<file path="config.mk">
export PLATFORM = sky130hd
export DESIGN_NAME = demortl_dma_arbiter
export DESIGN_NICKNAME = d
export VERILOG_FILES = /design/src/rtl/demortl_dma_arbiter.sv
export SDC_FILE = /design/constraint.sdc
export NUM_CORES = 1
export LEC_CHECK = 0
export CORE_AREA = 8 8 298 300
export CTS_CLUSTER_DIAMETER = 40
export DETAILED_ROUTE_END_ITERATION = 10
export DIE_AREA = 0 0 306 308
export GPL_TIMING_DRIVEN = 0
export PLACE_DENSITY = 0.46
export SYNTH_ARGS = -nofsm -noshare
export SYNTH_HDL_FRONTEND = slang
export SYNTH_SLANG_ARGS = --single-unit
</file>
<file path="constraint.sdc">
create_clock -name clk -period 3.6 [get_ports clk]
set_input_delay 0.54 -clock clk [delete_from_list [all_inputs] [get_ports clk]]
set_output_delay 0.54 -clock clk [all_outputs]
set_load 0.02 [all_outputs]
</file>
<file path="src/rtl/demortl_dma_arbiter.sv">
// ---------------------------------------------------------------------------
// demortl_dma_arbiter
//
// Purpose:
//   Shares one ESP-style DMA port (read ctrl/chnl + write ctrl/chnl) among
//   NCLI accelerator clients. The read and write paths are arbitrated
//   independently and round-robin, one whole transaction at a time. A grant
//   is held until every data beat of the granted transaction has moved.
//
// Parameters:
//   NCLI           number of clients (2..4)
//   DMA_BUS_WIDTH  data beat width (DW)
//
// Ports:
//   clk, rst                         clock, synchronous active-high reset
//   cli_rd_ctrl_*                    per-client read requests (packed)
//   cli_rd_chnl_*                    per-client read beats (data broadcast)
//   cli_wr_ctrl_*                    per-client write requests (packed)
//   cli_wr_chnl_*                    per-client write beats (packed data)
//   dma_read_ctrl_* / dma_read_chnl_*    shared DMA read port
//   dma_write_ctrl_* / dma_write_chnl_*  shared DMA write port
//   debug                            transaction statistics or 32'h0
//
// Optional feature:
//   DEMORTL_DMA_ARB_STATS_EN  when defined, debug = {rd_txn_cnt, wr_txn_cnt},
//   two 16-bit wrapping counters of completed transactions. When undefined,
//   debug is tied to zero and no counters exist.
// ---------------------------------------------------------------------------

// One arbitration channel: IDLE -> CTRL -> DATA -> IDLE. The top level owns
// all data muxing; this block only decides who is granted and when the
// transaction is over.
module demortl_dma_arb_chan #(
  parameter int NCLI = 2
) (
  input  logic        clk,
  input  logic        rst,
  input  logic [3:0]  req_i,         // requests, zero-padded to 4 clients
  input  logic [31:0] sel_len_i,     // length of the granted client's request
  input  logic        ctrl_ready_i,  // DMA accepts the ctrl word
  input  logic        beat_fire_i,   // a data beat transfers this cycle
  output logic [1:0]  grant_o,
  output logic        ctrl_phase_o,
  output logic        data_phase_o,
  output logic        done_o         // transaction completes this cycle
);

  typedef enum logic [1:0] {S_IDLE, S_CTRL, S_DATA} state_t;

  state_t      state_q;
  logic [1:0]  grant_q;
  logic [1:0]  ptr_q;
  logic [31:0] cnt_q;
  logic [31:0] len_q;

  logic [1:0]  pick_d;
  logic        found_d;
  logic [1:0]  ptr_d;
  logic        last_beat_d;

  // First requester at or after the pointer. Rotating modulo 4 over the
  // zero-padded request vector yields the same order as rotating modulo
  // NCLI, because the padding slots never request.
  always_comb begin
    logic [1:0] cand;
    found_d = 1'b0;
    pick_d  = 2'd0;
    for (int k = 0; k < 4; k++) begin
      cand = ptr_q + 2'(k);
      if (!found_d && req_i[cand]) begin
        found_d = 1'b1;
        pick_d  = cand;
      end
    end
  end

  assign ptr_d       = (grant_q == 2'(NCLI - 1)) ? 2'd0 : grant_q + 2'd1;
  assign last_beat_d = (cnt_q == len_q - 32'd1);

  always_ff @(posedge clk) begin
    if (rst) begin
      state_q <= S_IDLE;
      grant_q <= 2'd0;
      ptr_q   <= 2'd0;
      cnt_q   <= 32'd0;
      len_q   <= 32'd0;
    end else begin
      case (state_q)
        S_IDLE: begin
          if (found_d) begin
            grant_q <= pick_d;
            cnt_q   <= 32'd0;
            state_q <= S_CTRL;
          end
        end
        S_CTRL: begin
          if (ctrl_ready_i) begin
            ptr_q   <= ptr_d;
            // The client may change its fields after the handshake, so the
            // length that governs the data phase is captured here.
            len_q   <= sel_len_i;
            state_q <= (sel_len_i == 32'd0) ? S_IDLE : S_DATA;
          end
        end
        S_DATA: begin
          if (beat_fire_i) begin
            cnt_q <= cnt_q + 32'd1;
            if (last_beat_d) begin
              state_q <= S_IDLE;
            end
          end
        end
        default: state_q <= S_IDLE;
      endcase
    end
  end

  assign grant_o      = grant_q;
  assign ctrl_phase_o = (state_q == S_CTRL);
  assign data_phase_o = (state_q == S_DATA);
  assign done_o       = (ctrl_phase_o && ctrl_ready_i && (sel_len_i == 32'd0)) ||
                        (data_phase_o && beat_fire_i && last_beat_d);

endmodule

module demortl_dma_arbiter #(
  parameter int NCLI          = 2,
  parameter int DMA_BUS_WIDTH = 64
) (
  input  logic                       clk,
  input  logic                       rst,
  // client read side
  input  logic [NCLI-1:0]            cli_rd_ctrl_valid,
  output logic [NCLI-1:0]            cli_rd_ctrl_ready,
  input  logic [32*NCLI-1:0]         cli_rd_ctrl_index,
  input  logic [32*NCLI-1:0]         cli_rd_ctrl_length,
  input  logic [3*NCLI-1:0]          cli_rd_ctrl_size,
  output logic [NCLI-1:0]            cli_rd_chnl_valid,
  input  logic [NCLI-1:0]            cli_rd_chnl_ready,
  output logic [DMA_BUS_WIDTH-1:0]   cli_rd_chnl_data,
  // client write side
  input  logic [NCLI-1:0]            cli_wr_ctrl_valid,
  output logic [NCLI-1:0]            cli_wr_ctrl_ready,
  input  logic [32*NCLI-1:0]         cli_wr_ctrl_index,
  input  logic [32*NCLI-1:0]         cli_wr_ctrl_length,
  input  logic [3*NCLI-1:0]          cli_wr_ctrl_size,
  input  logic [NCLI-1:0]            cli_wr_chnl_valid,
  output logic [NCLI-1:0]            cli_wr_chnl_ready,
  input  logic [DMA_BUS_WIDTH*NCLI-1:0] cli_wr_chnl_data,
  // shared DMA read port
  output logic                       dma_read_ctrl_valid,
  input  logic                       dma_read_ctrl_ready,
  output logic [31:0]                dma_read_ctrl_data_index,
  output logic [31:0]                dma_read_ctrl_data_length,
  output logic [2:0]                 dma_read_ctrl_data_size,
  input  logic                       dma_read_chnl_valid,
  output logic                       dma_read_chnl_ready,
  input  logic [DMA_BUS_WIDTH-1:0]   dma_read_chnl_data,
  // shared DMA write port
  output logic                       dma_write_ctrl_valid,
  input  logic                       dma_write_ctrl_ready,
  output logic [31:0]                dma_write_ctrl_data_index,
  output logic [31:0]                dma_write_ctrl_data_length,
  output logic [2:0]                 dma_write_ctrl_data_size,
  output logic                       dma_write_chnl_valid,
  input  logic                       dma_write_chnl_ready,
  output logic [DMA_BUS_WIDTH-1:0]   dma_write_chnl_data,
  output logic [31:0]                debug
);

  localparam int DW = DMA_BUS_WIDTH;

  // Per-client fields unpacked into 4-entry tables so a 2-bit grant can index
  // them for any NCLI; unused entries read as zero.
  logic [3:0]    rd_req4, wr_req4;
  logic [3:0]    rd_cli_rdy4, wr_cli_vld4;
  logic [31:0]   rd_idx_a  [4];
  logic [31:0]   rd_len_a  [4];
  logic [2:0]    rd_size_a [4];
  logic [31:0]   wr_idx_a  [4];
  logic [31:0]   wr_len_a  [4];
  logic [2:0]    wr_size_a [4];
  logic [DW-1:0] wr_data_a [4];

  generate
    for (genvar gi = 0; gi < 4; gi++) begin : g_tab
      if (gi < NCLI) begin : g_used
        assign rd_req4[gi]     = cli_rd_ctrl_valid[gi];
        assign wr_req4[gi]     = cli_wr_ctrl_valid[gi];
        assign rd_cli_rdy4[gi] = cli_rd_chnl_ready[gi];
        assign wr_cli_vld4[gi] = cli_wr_chnl_valid[gi];
        assign rd_idx_a[gi]    = cli_rd_ctrl_index[32*gi +: 32];
        assign rd_len_a[gi]    = cli_rd_ctrl_length[32*gi +: 32];
        assign rd_size_a[gi]   = cli_rd_ctrl_size[3*gi +: 3];
        assign wr_idx_a[gi]    = cli_wr_ctrl_index[32*gi +: 32];
        assign wr_len_a[gi]    = cli_wr_ctrl_length[32*gi +: 32];
        assign wr_size_a[gi]   = cli_wr_ctrl_size[3*gi +: 3];
        assign wr_data_a[gi]   = cli_wr_chnl_data[DW*gi +: DW];
      end else begin : g_pad
        assign rd_req4[gi]     = 1'b0;
        assign wr_req4[gi]     = 1'b0;
        assign rd_cli_rdy4[gi] = 1'b0;
        assign wr_cli_vld4[gi] = 1'b0;
        assign rd_idx_a[gi]    = 32'd0;
        assign rd_len_a[gi]    = 32'd0;
        assign rd_size_a[gi]   = 3'd0;
        assign wr_idx_a[gi]    = 32'd0;
        assign wr_len_a[gi]    = 32'd0;
        assign wr_size_a[gi]   = 3'd0;
        assign wr_data_a[gi]   = '0;
      end
    end
  endgenerate

  // ---------------- read path ----------------
  logic [1:0] rd_g;
  logic       rd_ctrl, rd_data, rd_fire, rd_done;

  assign rd_fire = rd_data && dma_read_chnl_valid && rd_cli_rdy4[rd_g];

  demortl_dma_arb_chan #(.NCLI(NCLI)) u_rd (
    .clk          (clk),
    .rst          (rst),
    .req_i        (rd_req4),
    .sel_len_i    (rd_len_a[rd_g]),
    .ctrl_ready_i (dma_read_ctrl_ready),
    .beat_fire_i  (rd_fire),
    .grant_o      (rd_g),
    .ctrl_phase_o (rd_ctrl),
    .data_phase_o (rd_data),
    .done_o       (rd_done)
  );

  assign dma_read_ctrl_valid       = rd_ctrl;
  assign dma_read_ctrl_data_index  = rd_ctrl ? rd_idx_a[rd_g]  : 32'd0;
  assign dma_read_ctrl_data_length = rd_ctrl ? rd_len_a[rd_g]  : 32'd0;
  assign dma_read_ctrl_data_size   = rd_ctrl ? rd_size_a[rd_g] : 3'd0;
  assign dma_read_chnl_ready       = rd_data && rd_cli_rdy4[rd_g];
  assign cli_rd_chnl_data          = rd_data ? dma_read_chnl_data : '0;

  // ---------------- write path ----------------
  logic [1:0] wr_g;
  logic       wr_ctrl, wr_data, wr_fire, wr_done;

  assign wr_fire = wr_data && wr_cli_vld4[wr_g] && dma_write_chnl_ready;

  demortl_dma_arb_chan #(.NCLI(NCLI)) u_wr (
    .clk          (clk),
    .rst          (rst),
    .req_i        (wr_req4),
    .sel_len_i    (wr_len_a[wr_g]),
    .ctrl_ready_i (dma_write_ctrl_ready),
    .beat_fire_i  (wr_fire),
    .grant_o      (wr_g),
    .ctrl_phase_o (wr_ctrl),
    .data_phase_o (wr_data),
    .done_o       (wr_done)
  );

  assign dma_write_ctrl_valid       = wr_ctrl;
  assign dma_write_ctrl_data_index  = wr_ctrl ? wr_idx_a[wr_g]  : 32'd0;
  assign dma_write_ctrl_data_length = wr_ctrl ? wr_len_a[wr_g]  : 32'd0;
  assign dma_write_ctrl_data_size   = wr_ctrl ? wr_size_a[wr_g] : 3'd0;
  assign dma_write_chnl_valid       = wr_data && wr_cli_vld4[wr_g];
  assign dma_write_chnl_data        = wr_data ? wr_data_a[wr_g] : '0;

  // Per-client handshake steering: only the granted client sees the DMA side.
  generate
    for (genvar gi = 0; gi < NCLI; gi++) begin : g_steer
      assign cli_rd_ctrl_ready[gi] = rd_ctrl && (rd_g == 2'(gi)) && dma_read_ctrl_ready;
      assign cli_rd_chnl_valid[gi] = rd_data && (rd_g == 2'(gi)) && dma_read_chnl_valid;
      assign cli_wr_ctrl_ready[gi] = wr_ctrl && (wr_g == 2'(gi)) && dma_write_ctrl_ready;
      assign cli_wr_chnl_ready[gi] = wr_data && (wr_g == 2'(gi)) && dma_write_chnl_ready;
    end
  endgenerate

  // ---------------- statistics ----------------
`ifdef DEMORTL_DMA_ARB_STATS_EN
  logic [15:0] rd_txn_cnt_q, wr_txn_cnt_q;

  always_ff @(posedge clk) begin
    if (rst) begin
      rd_txn_cnt_q <= 16'd0;
      wr_txn_cnt_q <= 16'd0;
    end else begin
      if (rd_done) rd_txn_cnt_q <= rd_txn_cnt_q + 16'd1;
      if (wr_done) wr_txn_cnt_q <= wr_txn_cnt_q + 16'd1;
    end
  end

  assign debug = {rd_txn_cnt_q, wr_txn_cnt_q};
`else
  logic unused_done;
  assign unused_done = rd_done | wr_done;
  assign debug       = 32'h0;
`endif

endmodule

</file>
=== Yosys cells after proc, flatten, opt, wreduce, memory -nomap -nowiden ===
Cells that the tools add are included.
W data, S select, Z words.

* Flip-flop bits (word level): 140
* Input bits: 474
* Output and inout port bits: 306
* Word-level logic and storage cells: 186

* $add $sub $neg: 12
* $lt $le $gt $ge: 12
* Eq/ne operators: 16
* Mux-type cells: 85
* Bitwise operators: 2
* Reductions and logical operators: 49

{| class="wikitable"
|+ Operator list
! operator !! count
|-
| $mux W32 || 16
|-
| $bmux W32 S2 || 4
|-
| $mux W64 || 4
|-
| $bmux W64 S2 || 1
|-
| $pmux W32 S2 || 2
|-
| $add A32 B1 Y32 const B || 2
|-
| $eq A32 B32 Y1 || 2
|-
| $logic_not A32 Y1 || 2
|-
| $sub A32 B1 Y32 const B || 2
|-
| $mux W2 || 20
|-
| $lt A2 B3 Y1 const B || 10
|-
| $logic_and A1 B1 Y1 || 27
|-
| $bmux W1 S2 || 10
|-
| $mux W1 || 18
|-
| $mux W3 || 6
|-
| $bmux W3 S2 || 2
|-
| $ne A2 B1 Y1 const B || 6
|-
| $pmux W2 S3 || 2
|-
| $add A2 B1 Y2 const B || 4
|-
| $add A2 B2 Y2 const B || 4
|-
| $eq A2 B1 Y1 const B || 4
|-
| $logic_not A2 Y1 || 4
|-
| $reduce_and A2 Y1 || 4
|-
| $reduce_and A4 Y1 || 2
|-
| 7 further kinds || 18
|}

=== Depth between registers and ports, before layout ===
* Word-level depth: 14
* Gate-level depth with buffers: 11
* Gate-level depth less buffers: 10

=== Hierarchy ===
From an unflattened synthesis, not the netlist that was laid out.

* Cells, all modules: 1685
* Area total of the unflattened synthesis: 12244.2 um^2

{| class="wikitable"
|+ Modules (own cells, without submodules)
! module !! instances !! cells an instance !! area each (um^2) !! seq. area each (um^2)
|-
| demortl_dma_arbiter || 1 || 641 || 4144.0 || 0.0
|-
| demortl_dma_arb_chan (u_rd) || 1 || 524 || 4080.2 || 1401.3
|-
| demortl_dma_arb_chan (u_wr) || 1 || 520 || 4020.1 || 1401.3
|}

=== Least setup slack after synthesis ===
Ideal clock, no wire load.

* Path kind: register to output
* From: register u_wr.grant_q[0], in the netlist u_wr.grant_o[0]
* To: output port dma_write_chnl_data[17]
* Data arrival time: 2370 ps
* Data required time: 3060 ps
* Path slack: 690 ps
* Stages on the path, launching flop included: 7
* Path buffers: 4
* Path through: dfxtp_1 buf_1 buf_1 buf_1 buf_1 mux2i_1 nor2_1

* Cells in the longest elaborated chain, start to end: 5

{| class="wikitable"
|+ Ends and longest elaborated chain
! item !! RTL line !! RTL
|-
| start, declared || 51 || <nowiki>logic [1:0] grant_q;</nowiki>
|-
| start signal, assigned || 91 || <nowiki>grant_q <= pick_d;</nowiki>
|-
| $not A2 Y3 (implied by the code) || 265 || <nowiki>assign dma_write_chnl_data = wr_data ? wr_data_a[wr_g] : '0;</nowiki>
|-
| $bmux W64 S2 || 265 ||
|-
| $mux W64 (implied by the code) (2 in series) || 265 ||
|-
| $mux W64 || 265 ||
|-
| end, declared || 167 || <nowiki>output logic [DMA_BUS_WIDTH-1:0] dma_write_chnl_data,</nowiki>
|}

Every way passes these cells. The select of a mux whose other input is x is not followed.

=== Final worst setup path ===
* From: register u_rd.grant_q[0], in the netlist u_rd.grant_o[0]
* To: output port dma_read_ctrl_data_length[20]

* Cells in the longest elaborated chain, start to end: 5

{| class="wikitable"
|+ Ends and longest elaborated chain
! item !! RTL line !! RTL
|-
| start, declared || 51 ||
|-
| start signal, assigned || 91 ||
|-
| $not A2 Y3 (implied by the code) || 236 || <nowiki>assign dma_read_ctrl_data_length = rd_ctrl ? rd_len_a[rd_g] : 32'd0;</nowiki>
|-
| $bmux W32 S2 || 236 ||
|-
| $mux W32 (implied by the code) (2 in series) || 236 ||
|-
| $mux W32 || 236 ||
|-
| end, declared || 154 || <nowiki>output logic [31:0] dma_read_ctrl_data_length,</nowiki>
|}

Every way passes these cells. The select of a mux whose other input is x is not followed.

==> results.ini <==
[outcome]
status=completed

[clocking]
root_buffer=clkbuf_16
clkTransAtPathRegs_ps=70
clock-sinks=140
ctsHoldBuffers=0
clock_latency_ps=480
post_cts_buffers=0
cts_buffers=17
cts_tree=done
htree_levels=4
clk_path_buf_depth=2

[timing]
fin_ws_ps=76.6
tightest_slew_ps=1170
setup-violations-final=0
maxSlewViolCount=0
rsz0062_at_grt=true
fin_crit_ps=3520
slew_headroom_pct=21.9
period_share_pct=97.9
hold_viol=0
fin_skew_ps=19.4
fmax_mhz=284

[hold_path]
min_path_type=register to register

[synth]
synth_edf_count=0
syn_area_sq_um=11900
yosysTopAreaCell=dfxtp_1
ys_seq_area_share_pct=23.5
ys_types=69
synth_cells=1645
ys_ff_latch=140
synth_top_area_share_pct=23.5
synth.avg_cell_area_sq_um=7.25
synthArstFlopShare_pct=0
yosys-top-cells-area=dfxtp_1 23%, mux2i_1 17%, nor2_1 10%
ys.flop_type=dfxtp_1
synth_warnings=0

[die]
die_width_microns=306
die_h_microns=308
dieArea_sq_um=94200
rows=107
pin_count=780
placeableCoreArea_sq_um=84200
initial_core_util_pct=14.2

[global_route]
groute.usage.overall_pct=17.9
antenna_found_initial=5
grt_pass1_wl_microns=120000
grt_overflow_total=0
grt_max_degree=18
grt_pass1_vias=15400

[route]
num_vias=14900
post-route-drc-count=0
wirelength_microns=88500
drt_iter0_markers=949
vias_per_cell=4.20
wl_per_cell_microns=25.0
ant_nets=0
firstDrtPassIters=5

[power]
swShare_pct=37.8
p_clk_share_pct=28.5
power_frac_comb_pct=45.3
leakagePower_nw=7.81
pwr_density_cell_nw_per_um2=294
internal_power_w=0.00397
power.net_switching_w=0.00241
p_seq_share_pct=26.2
power_w=0.00639
ir_drop_mv=0.332

[final_layout]
layout.cells.non_filler=3544
final_area_sq_um=21700
regArea_sq_um=2800
drive_gt1_share_pct=7.22
multi_input_area_sq_um=8640
fillCellCount=9328
fin_nets=2916
final_core_util_pct=25.8
area_growth_pct=82.3

[placed_design]
place_area_sq_um=20900
dpl_worst_slack_ps=-2490
placed_cells=3513
routabilityCongestion=0.917
dp_hpwl_microns=78800
port_buffers=747

[critical_path]
critical_path.max_fanout=10
reg2reg_slack_ps=170
critical_path_class=register to output port
required_ps=3060
end_kind=output port
start_kind=register
cp.arrival_ps=2980

[job]
max_cap_violations=0

## synth_stat cells (all sizes together), types with 2 or more instances
library cell  count
o211ai            9
or3              21
and3             14
nand4            34
mux2             14
a21oi            87
nand3b            4
o31a              2
ha                4
a211oi            5
nand4b            5
a311oi            3
nor4             33
nand2b            6
or2               4
xnor2            66
o21ai            31
clkbuf           80
nand3            38
nor2b             5
a31oi             7
nor3b             2
a41oi             3
buf              62
nand2           111
or4b              3
nor3            129
xor2             63
nor4b             4
mux2i           197
inv              25
a2111oi           6
dfxtp           140
o31ai             6
nor2            323
and4              6
or4               9
and2             66
## metrics by stage
step | TNS, ps | hold slack (ps)
6_report | 0 | 503
5_1_grt | -2.92 | 527
4_1_cts | 0 | 500
3_5_place_dp | -134250 | 484
3_3_place_gp | -131720 | 476
2_1_floorplan | 0 | 451
## sequential cells by signal, indices dropped and copies added (netlist names)
| signal | count |
|---|---|
| u_rd.cnt_q | 32 |
| u_rd.ptr_q | 2 |
| u_wr.cnt_q | 32 |
| u_rd.len_q | 32 |
| u_wr.state_q | 2 |
| u_wr.grant_o | 2 |
| u_rd.state_q | 2 |
| u_rd.grant_o | 2 |
| u_wr.ptr_q | 2 |
| u_wr.len_q | 32 |
## power groups by stage
| stage | Combinational (W) | Clock, W | Sequential [W] |
|---|---|---|---|
| final | 0.00289 | 0.00182 | 0.00167 |
| after global routing | 0.00310 | 0.00192 | 0.00168 |
| after CTS | 0.00290 | 0.00186 | 0.00167 |
| after detailed placement | 0.00287 | 0 | 0.00170 |
| after global placement | 0.00286 | 0 | 0.00170 |
| after floorplan | 0.00139 | 0 | 0.00167 |
## kinds of logic (layout without fill, tap and decap cells)
logic type	after synthesis	count (layout)	synth area share, %
and+or+nand+nor	819	819	33.3
other	1	35	0.0314
xor gates and xnor gates	129	129	9.47
adders and majority gates	4	4	0.420
buffers and inverters	167	942	6.58
muxes	211	211	17.9
DFF	140	140	23.5
AOI/OAI and AO/OA	174	174	8.90
## area by class of cell
cell class                 instances  share of cell area [%]
tap                             1090                    6.27
sequential                       140                    12.9
clock buffer                      21                    2.07
timing repair buffer             747                    34.2
clock inverter                    11                   0.621
inverter                          25                   0.432
buffer                           138                    3.72
multi-input combinational       1369                    39.7
antenna                            3                  0.0345
## cell usage in the layout (no fill, tap or decap), types with 56 or more instances in the layout
cell	instances
xnor2_1	66
nor3_1	127
dfxtp_1	139
and2_1	66
a21oi_1	85
xor2_1	63
clkdlybuf4s50_1	697
clkbuf_1	56
mux2i_1	182
nand2_1	108
nor2_1	319
## per-layer routing
layer | share of wire [%] | vias up | global-route usage [%]
met4 | 3.4 | 2 | 6.25
met3 | 11 | 78 | 8.51
li1 | - | 7271 | -
met2 | 43 | 620 | 27.2
met5 | 0.015 | - | 0
met1 | 43 | 6919 | 22.1
## what timing repair did
item | in CTS | in global routing
setup endpoints to repair | 203 | 111
resized for setup | 149 | 43
cloned | 0 | 0
## critical path, cell delays in order (launching register included)
cell and delay [ps]:
dfxtp_1 330, buf_4 240, buf_2 310, clkbuf_2 390
mux2i_1 530, nor3_1 110, clkdlybuf4s50_1 580
## worst paths after layout
| path | from | endpoint | depth (start not counted) |
|---|---|---|---|
| worst min-delay path | u_rd.ptr_q[0] | u_rd.ptr_q[0] | 2 |
| worst max register to register | u_wr.len_q[0] | u_wr.state_q[1] | 10 |
| worst min register to register | u_rd.ptr_q[0] | u_rd.ptr_q[0] | 2 |
| worst max-delay path | u_rd.grant_o[0] | dma_read_ctrl_data_length[20] | 6 |
No activity file was read; power rests on OpenSTA's default activity.
